--- config.mk ---
export PLATFORM = sky130hd
export DESIGN_NAME = stdp_learn_ctrl_flat
export DESIGN_NICKNAME = d
export VERILOG_FILES = /design/src/rtl/stdp_learn_ctrl_pkg.sv /design/src/rtl/stdp_learn_ctrl_if.sv /design/src/rtl/stdp_learn_ctrl_tick_gen.sv /design/src/rtl/stdp_learn_ctrl.sv /design/src/flat_wrapper.sv
export SDC_FILE = /design/constraint.sdc
export NUM_CORES = 1
export LEC_CHECK = 0
export BUFFER_PORTS_ARGS = -buffer_cell sky130_fd_sc_hd__buf_2
export CAP_MARGIN = 20
export CORE_MARGIN = 5
export CORE_UTILIZATION = 25
export CTS_BUF_LIST = sky130_fd_sc_hd__clkbuf_8
export CTS_CLUSTER_SIZE = 25
export DETAILED_ROUTE_END_ITERATION = 16
export PLACE_DENSITY = 0.46
export SLEW_MARGIN = 20
export SYNTH_ARGS = -nofsm -noshare
export SYNTH_HDL_FRONTEND = slang
export SYNTH_HIERARCHICAL = 1
export SYNTH_SLANG_ARGS = --single-unit
export TNS_END_PERCENT = 10
--- constraint.sdc ---
create_clock -name clk -period 3.2 [get_ports clk]
set_input_delay 0.64 -clock clk [delete_from_list [all_inputs] [get_ports clk]]
set_output_delay 0.64 -clock clk [all_outputs]
set_load 0.005 [all_outputs]
--- src/rtl/stdp_learn_ctrl_pkg.sv ---
// Shared types and helpers for the STDP learning controller.
// Weight arithmetic runs on int so that the saturation compares cannot wrap.
package stdp_pkg;

  typedef enum logic [1:0] {
    IDLE  = 2'd0,
    READ  = 2'd1,
    WRITE = 2'd2
  } state_t;

  function automatic int trace_max(input int tr_width);
    return (1 << tr_width) - 1;
  endfunction

  function automatic int sat_inc(input int w, input int w_width);
    int w_max;
    w_max = (1 << w_width) - 1;
    return (w >= w_max) ? w_max : w + 1;
  endfunction

  function automatic int sat_dec(input int w);
    return (w <= 0) ? 0 : w - 1;
  endfunction

endpackage

--- src/rtl/stdp_learn_ctrl_if.sv ---
// Read-modify-write port between the learning controller and the weight store.
// Read data is expected one cycle after the address is presented.
interface stdp_learn_ctrl_if #(
  parameter int N_SYN   = 8,
  parameter int W_WIDTH = 4
);
  localparam int IDX_W = (N_SYN > 1) ? $clog2(N_SYN) : 1;

  logic [IDX_W-1:0]   w_addr;
  logic               w_wr_en;
  logic [W_WIDTH-1:0] w_wr_data;
  logic [W_WIDTH-1:0] w_rd_data;

  modport master (
    output w_addr,
    output w_wr_en,
    output w_wr_data,
    input  w_rd_data
  );

  modport slave (
    input  w_addr,
    input  w_wr_en,
    input  w_wr_data,
    output w_rd_data
  );

endinterface

--- src/rtl/stdp_learn_ctrl_tick_gen.sv ---
// Time-step divider: one-cycle tick every TICK_COUNT enabled cycles.
module stdp_tick_gen #(
  parameter logic [23:0] TICK_COUNT = 24'd10_000_000
) (
  input  logic clk,
  input  logic rst_n,
  input  logic i_ena,
  output logic o_tick
);

  logic [23:0] r_cnt;
  logic        w_last;

  assign w_last = (r_cnt == (TICK_COUNT - 24'd1));

  always_ff @(posedge clk or negedge rst_n) begin
    if (!rst_n) begin
      r_cnt <= '0;
    end else if (i_ena) begin
      r_cnt <= w_last ? '0 : r_cnt + 24'd1;
    end
  end

  // Gated by enable so a frozen counter parked on the last value stays silent.
  assign o_tick = i_ena & w_last;

endmodule

--- src/rtl/stdp_learn_ctrl.sv ---
// STDP learning controller: per-input traces, post-spike pending flag and a
// read-modify-write sweep over all synapse weights.
module stdp_learn_ctrl
  import stdp_pkg::*;
#(
  parameter int          N_SYN      = 8,
  parameter int          W_WIDTH    = 4,
  parameter int          TR_WIDTH   = 3,
  parameter logic [23:0] TICK_COUNT = 24'd10_000_000
) (
  input  logic               clk,
  input  logic               rst_n,
  input  logic               i_ena,
  input  logic               i_learn_en,
  input  logic [N_SYN-1:0]   i_pre_spike,
  input  logic               i_post_spike,
  stdp_learn_ctrl_if.master  wbus,
  output logic               o_busy,
  output logic               o_tick
);

  localparam int                  IDX_W     = (N_SYN > 1) ? $clog2(N_SYN) : 1;
  localparam logic [TR_WIDTH-1:0] TRACE_MAX = TR_WIDTH'(trace_max(TR_WIDTH));
  localparam logic [IDX_W-1:0]    LAST_IDX  = IDX_W'(N_SYN - 1);

  logic                w_tick;
  logic [TR_WIDTH-1:0] r_trace [N_SYN];
  logic [N_SYN-1:0]    r_snap_live;
  logic                r_post_pending;
  state_t              r_state;
  state_t              w_state_nxt;
  logic [IDX_W-1:0]    r_idx;
  logic [IDX_W-1:0]    w_idx_nxt;
  logic                w_start;

  stdp_tick_gen #(
    .TICK_COUNT(TICK_COUNT)
  ) u_tick_gen (
    .clk   (clk),
    .rst_n (rst_n),
    .i_ena (i_ena),
    .o_tick(w_tick)
  );

  assign o_tick = w_tick;

  always_ff @(posedge clk or negedge rst_n) begin
    if (!rst_n) begin
      for (int i = 0; i < N_SYN; i++) r_trace[i] <= '0;
    end else if (w_tick) begin
      for (int i = 0; i < N_SYN; i++) begin
        if (i_pre_spike[i])        r_trace[i] <= TRACE_MAX;
        else if (r_trace[i] != '0) r_trace[i] <= r_trace[i] - 1'b1;
      end
    end
  end

  // A spike arriving in the same cycle a sweep starts keeps the flag set.
  always_ff @(posedge clk or negedge rst_n) begin
    if (!rst_n) begin
      r_post_pending <= 1'b0;
    end else if (i_post_spike && i_ena) begin
      r_post_pending <= 1'b1;
    end else if (w_start) begin
      r_post_pending <= 1'b0;
    end
  end

  // The sweep only needs to know which traces were live when it began.
  always_ff @(posedge clk or negedge rst_n) begin
    if (!rst_n) begin
      r_state     <= IDLE;
      r_idx       <= '0;
      r_snap_live <= '0;
    end else begin
      r_state <= w_state_nxt;
      r_idx   <= w_idx_nxt;
      if (w_start) begin
        for (int i = 0; i < N_SYN; i++) r_snap_live[i] <= (r_trace[i] != '0);
      end
    end
  end

  always_comb begin
    w_state_nxt    = r_state;
    w_idx_nxt      = r_idx;
    w_start        = 1'b0;
    wbus.w_addr    = '0;
    wbus.w_wr_en   = 1'b0;
    wbus.w_wr_data = '0;
    o_busy         = 1'b0;
    case (r_state)
      IDLE: begin
        if (r_post_pending && i_learn_en && i_ena) begin
          w_start     = 1'b1;
          w_idx_nxt   = '0;
          w_state_nxt = READ;
        end
      end
      READ: begin
        o_busy      = 1'b1;
        wbus.w_addr = r_idx;
        w_state_nxt = WRITE;
      end
      WRITE: begin
        o_busy       = 1'b1;
        wbus.w_addr  = r_idx;
        wbus.w_wr_en = 1'b1;
        if (r_snap_live[r_idx]) begin
          wbus.w_wr_data = W_WIDTH'(sat_inc(int'(wbus.w_rd_data), W_WIDTH));
        end else begin
          wbus.w_wr_data = W_WIDTH'(sat_dec(int'(wbus.w_rd_data)));
        end
        if (r_idx == LAST_IDX) begin
          w_state_nxt = IDLE;
        end else begin
          w_idx_nxt   = r_idx + 1'b1;
          w_state_nxt = READ;
        end
      end
      default: begin
        w_state_nxt = IDLE;
      end
    endcase
  end

endmodule

--- src/flat_wrapper.sv ---
// flat-port wrapper written by rule: the top's interface ports become plain ports
module stdp_learn_ctrl_flat import stdp_pkg::*;
#(
  parameter int          N_SYN      = 8,
  parameter int          W_WIDTH    = 4,
  parameter int          TR_WIDTH   = 3,
  parameter logic [23:0] TICK_COUNT = 24'd10_000_000
)
  (clk, rst_n, i_ena, i_learn_en, i_pre_spike, i_post_spike, o_busy, o_tick, wbus_w_addr, wbus_w_wr_en, wbus_w_wr_data, wbus_w_rd_data);
  stdp_learn_ctrl_if #(.N_SYN(N_SYN), .W_WIDTH(W_WIDTH)) wbus_i ();
  input  logic clk;
  input  logic rst_n;
  input  logic i_ena;
  input  logic i_learn_en;
  input  logic [N_SYN-1:0] i_pre_spike;
  input  logic i_post_spike;
  output logic o_busy;
  output logic o_tick;
  output wire logic [$bits(wbus_i.w_addr)-1:0] wbus_w_addr;
  output wire logic [$bits(wbus_i.w_wr_en)-1:0] wbus_w_wr_en;
  output wire logic [$bits(wbus_i.w_wr_data)-1:0] wbus_w_wr_data;
  input wire logic [$bits(wbus_i.w_rd_data)-1:0] wbus_w_rd_data;
  assign wbus_w_addr = wbus_i.w_addr;
  assign wbus_w_wr_en = wbus_i.w_wr_en;
  assign wbus_w_wr_data = wbus_i.w_wr_data;
  assign wbus_i.w_rd_data = wbus_w_rd_data;
  stdp_learn_ctrl #(.N_SYN(N_SYN), .W_WIDTH(W_WIDTH), .TR_WIDTH(TR_WIDTH), .TICK_COUNT(TICK_COUNT)) u_core (.clk(clk), .rst_n(rst_n), .i_ena(i_ena), .i_learn_en(i_learn_en), .i_pre_spike(i_pre_spike), .i_post_spike(i_post_spike), .wbus(wbus_i), .o_busy(o_busy), .o_tick(o_tick));
endmodule
==> results by stage <==
Placed design:
- The global placer's final weighted congestion is ~0.85.
- After legalization and detailed placement, the total HPWL measured between 5000 and 6000 um.
- The count of input and output buffers is 26.
- The post-place setup slack is between 800 and 900 ps.
- The total cell area at the placement stage is around 0.0039 mm2.

Clock tree:
- The clock tree from TritonCTS is built.
- Counting every sink on the clock net gives between 60 and 70.
- In this run, CTS created clock tree buffers numbering 9.
- The clock transition at the register clock pins on the worst setup and hold paths after CTS is roughly 60 ps.
- No sink is reached through more buffers than the 2 on the longest clock path.
- The number of buffers added to fix hold violations after cts is 0.
- The clock reaches the later pin of the worst-skew pair after roughly 330 ps.
- Post-CTS repair changed the size of 0 cells.
- In this run the clock root is driven by a sky130_fd_sc_hd__clkbuf_8.
- The number of setup buffers added after CTS is 0.
- The H-tree was split into 3 levels.

Drt:
- The total detailed-routing wirelength is ~7500 um.
- The DRC violations left is 0.
- The post-detailed-route wirelength per cell is between 10 and 15 um.
- Detailed routing inserted a total of 2,708 vias.
- After detailed routing, the number of vias per cell comes to between 4 and 5.
- The violation count after the first detailed-route iteration is around 170.
- The number of nets still failing antenna checks after routing is 0.
- Before antenna repair, the detailed router went through 4 iterations.

Floorplan:
- Measured along the x axis, the die boundary spans about 130 um.
- The starting utilization of the core area is 25.48%.
- The number of placement rows is 43.
- The overall die area is 0.01663 mm2.
- The chip height is roughly 130 um.
- The placeable core area is around 0.014 mm2.
- The number of I/O pins is 27.

Synthesis:
- The synthesized instance count is between 300 and 400.
- The mapped netlist covers ~0.0035 mm2.
- Yosys mapped a number of flops with a built-in enable equal to 0.
- The fraction of registers with async set/reset is between 90% and 100%.
- sky130_fd_sc_hd__dfrtp_1 takes more of the synthesized area than any other cell.
- By count the netlist is led by 62 x sky130_fd_sc_hd__dfrtp_1, 38 x sky130_fd_sc_hd__nand2_1, 30 x sky130_fd_sc_hd__nor2_1.
- Ranked by total cell area, the synthesized netlist is headed by sky130_fd_sc_hd__dfrtp_1 44%, sky130_fd_sc_hd__ha_1 9.2%, sky130_fd_sc_hd__nand2_1 4.0%.
- The number of storage elements in the synthesis netlist is 62.
- Sequential elements use 43.86% of the synthesized area.
- The mean instance size in the synthesized netlist is just under 10 um2.
- In this run the biggest area consumer among cell types represents between 40% and 50% of the synthesized area.
- Yosys printed 6 warnings.
- The leading cell type by number of instances after synthesis is sky130_fd_sc_hd__dfrtp_1.
- The main flop type after synthesis is sky130_fd_sc_hd__dfrtp_1.
- Counting every net in the synthesized netlist gives between 400 and 500.
- The number of distinct library cell variants in the gate-level netlist after synthesis is 48.

Worst setup path:
- The critical-path cell with the highest stage delay is sky130_fd_sc_hd__mux4_1.
- The worst setup path is launched from a flop.
- The source of the critical timing path is u_core/r_idx[0].
- Setup slack on the worst reg-to-reg path comes out at between 900 and 1000 ps.
- The critical path goes through mux4_1 -> mux2i_4 -> o21ai_1 -> o311a_2 -> buf_2.
- The count of buffer and inverter cells on the critical path is 1.
- The beginning of the worst register-to-register path is u_core/u_tick_gen/r_cnt[21].
- In this design, the stage delay of the slowest critical-path cell is between 600 and 700 ps.
- The end point of the critical path is wbus_w_wr_data[1].
- The data required time at the worst endpoint is roughly 2600 ps.
- In this run the worst path has a maximum fanout of 7.
- Among cell families on the critical path, the largest total delay comes from multiplexers.
- Data on the critical path arrives at its endpoint at between 2000 and 2500 ps.
- The type of the worst setup path is flop to output port.
- The worst-case reg-to-reg path depth is 7.
- The total stage count of the critical path is 5.
- The capture point of the worst reg-to-reg path is u_core/r_trace[0].
- STA classifies the critical path endpoint as an output port.

Final layout:
- Once layout is done, the placed cells without fillers occupy around 0.004 mm2.
- The core occupancy in the finished layout is 29.30%.
- The area overhead of the layout relative to synthesis is 15.00%.
- The multi-input combinational cells in the finished layout cover a total of 0.001866 mm2.
- The fill cell total of the finished layout is 1,455.
- Registers take between 0.0015 and 0.002 mm2.
- The number of nets in the layout is ~440.
- The number of antenna diodes is 0.
- The post-route netlist has ~16% of its cells at a drive strength greater than 1.

Global route:
- The number of global-route vias before repair was 2,636.
- The remaining global-route overflow is 0.
- The initial antenna violation count is 0.
- The global routing usage summed across all routing layers is a little under a tenth.
- Entering global routing, the biggest net connects 63 pins.
- The first global-routing pass estimated 12,740 um of wire.

Power:
- Dividing total power by cell area gives a power density of between 500 and 600 mW/mm2.
- The standby leakage power is between 1.5 and 2 nW.
- The worst voltage drop across the vdd grid is approximately 130 uV.
- The design draws 2.113 mW.

Hold path:
- The min-delay analysis places its worst path in the category input pin to async pin.

STA:
- Setup repair after global routing left no endpoint under its margin.
- The number of failing hold endpoints at the final stage is 0.
- The final period demand of the worst path is about 2700 ps.
- The top achievable clock speed is between 0.3 and 0.4 GHz.
- The summed negative setup slack over all endpoints is 0 ps.
- The final critical path takes up 85.32% of the cycle.
- The post-route worst setup slack is ~470 ps.
- The final-report max-slew violation count is 0.
- The actual slew at the worst max-slew pin is 817.3 ps.
- Across the routed clock network, the largest skew measured is around 7.6 ps.
- The total setup violations reported at the end of the flow is 0.
- The remaining max-slew budget at the tightest pin is between 40% and 50%.

Flow run:
- Max-cap violations in this run came to 0.

Outcome:
- The run finished with clean final reports.
flip-flops by register name, indices dropped and copies added (netlist names):
| name | cells |
|---|---|
| u_core/u_tick_gen/r_cnt | 24 |
| u_core/r_state | 2 |
| u_core/r_post_pending | 1 |
| u_core/r_snap_live | 8 |
| u_core/r_trace | 24 |
| u_core/r_idx | 3 |
cell type report:
cell class / instances / area share [%]
clock buffers: 11 / 3.722
flip-flops and latches: 62 / 38.14
inverters: 26 / 2.399
multi-input cells: 265 / 45.86
clock inverters: 4 / 0.3999
repair buffers: 30 / 3.937
well taps: 180 / 5.537
cell usage in the layout (no fill, tap or decap), types with 3 or more instances in the layout:
cell                       count
sky130_fd_sc_hd__dfrtp_1      62
sky130_fd_sc_hd__nor2_1       30
sky130_fd_sc_hd__a21oi_1       9
sky130_fd_sc_hd__mux2_2        9
sky130_fd_sc_hd__a32oi_1       3
sky130_fd_sc_hd__nand2b_1     11
sky130_fd_sc_hd__o211a_1       3
sky130_fd_sc_hd__nor3b_1       8
sky130_fd_sc_hd__and2_1        4
sky130_fd_sc_hd__inv_1        29
sky130_fd_sc_hd__o22a_1        7
sky130_fd_sc_hd__ha_1         26
sky130_fd_sc_hd__clkbuf_8     11
sky130_fd_sc_hd__nor3_1        6
sky130_fd_sc_hd__o21a_1        5
sky130_fd_sc_hd__nand4_1       9
sky130_fd_sc_hd__and3_1        3
sky130_fd_sc_hd__nand2_1      38
sky130_fd_sc_hd__buf_4         4
sky130_fd_sc_hd__a31oi_1      11
sky130_fd_sc_hd__nand3_1      12
sky130_fd_sc_hd__buf_2        26
sky130_fd_sc_hd__nor2b_1       4
sky130_fd_sc_hd__a22o_1        4
sky130_fd_sc_hd__xor2_1        7
sky130_fd_sc_hd__xnor2_1      10
sky130_fd_sc_hd__o21ai_0      17
cell families (layout without fill, tap and decap cells):
| group | Yosys count | in the layout | share of synthesized area, % |
|---|---|---|---|
| simple gates | 141 | 141 | 20.76 |
| flops | 62 | 62 | 43.86 |
| xor+xnor | 17 | 17 | 4.209 |
| buf+inv | 34 | 71 | 3.643 |
| fa+ha+maj | 26 | 26 | 9.197 |
| compound gates | 68 | 68 | 13.05 |
| mux | 13 | 13 | 5.271 |
stage by stage:
| stage | instances | hold WS [ps] |
|---|---|---|
| final | 578 | 474.6 |
| after floorplan | 361 | 344.4 |
| after global placement | 563 | 466.4 |
| after CTS | 578 | 487.4 |
| after global routing | 578 | 518.9 |
| after detailed placement | 563 | 470.5 |
how the worst min path moves through the flow:
stage                                           start                           to  slack [ps]  cells past startpoint
after detailed placement           u_core/r_trace[12]           u_core/r_trace[12]         470                      1
final                                           rst_n  u_core/u_tick_gen/r_cnt[14]         470                      2
after floorplan                                 rst_n              u_core/r_idx[0]         340                      0
after global placement             u_core/r_trace[18]           u_core/r_trace[18]         470                      1
after CTS                          u_core/r_trace[18]           u_core/r_trace[18]         490                      1
after global routing      u_core/u_tick_gen/r_cnt[16]  u_core/u_tick_gen/r_cnt[16]         520                      1
per-layer routing:
layer | share of wire, % | track usage (%)
met1 | 50 | 12.73
met2 | 45 | 14.66
met3 | 2.8 | 1.785
met4 | 2.3 | 5.374
met5 | 0 | 0
power breakdown:
part	total [mW]	leakage, nW	internal (mW)	switching (mW)
registers	1.00	0.774	0.892	0.110
clock network	0.599	0.0990	0.310	0.289
logic	0.513	1.01	0.250	0.263
total	2.11	1.89	1.45	0.662
(Power assumes the default switching activity.)
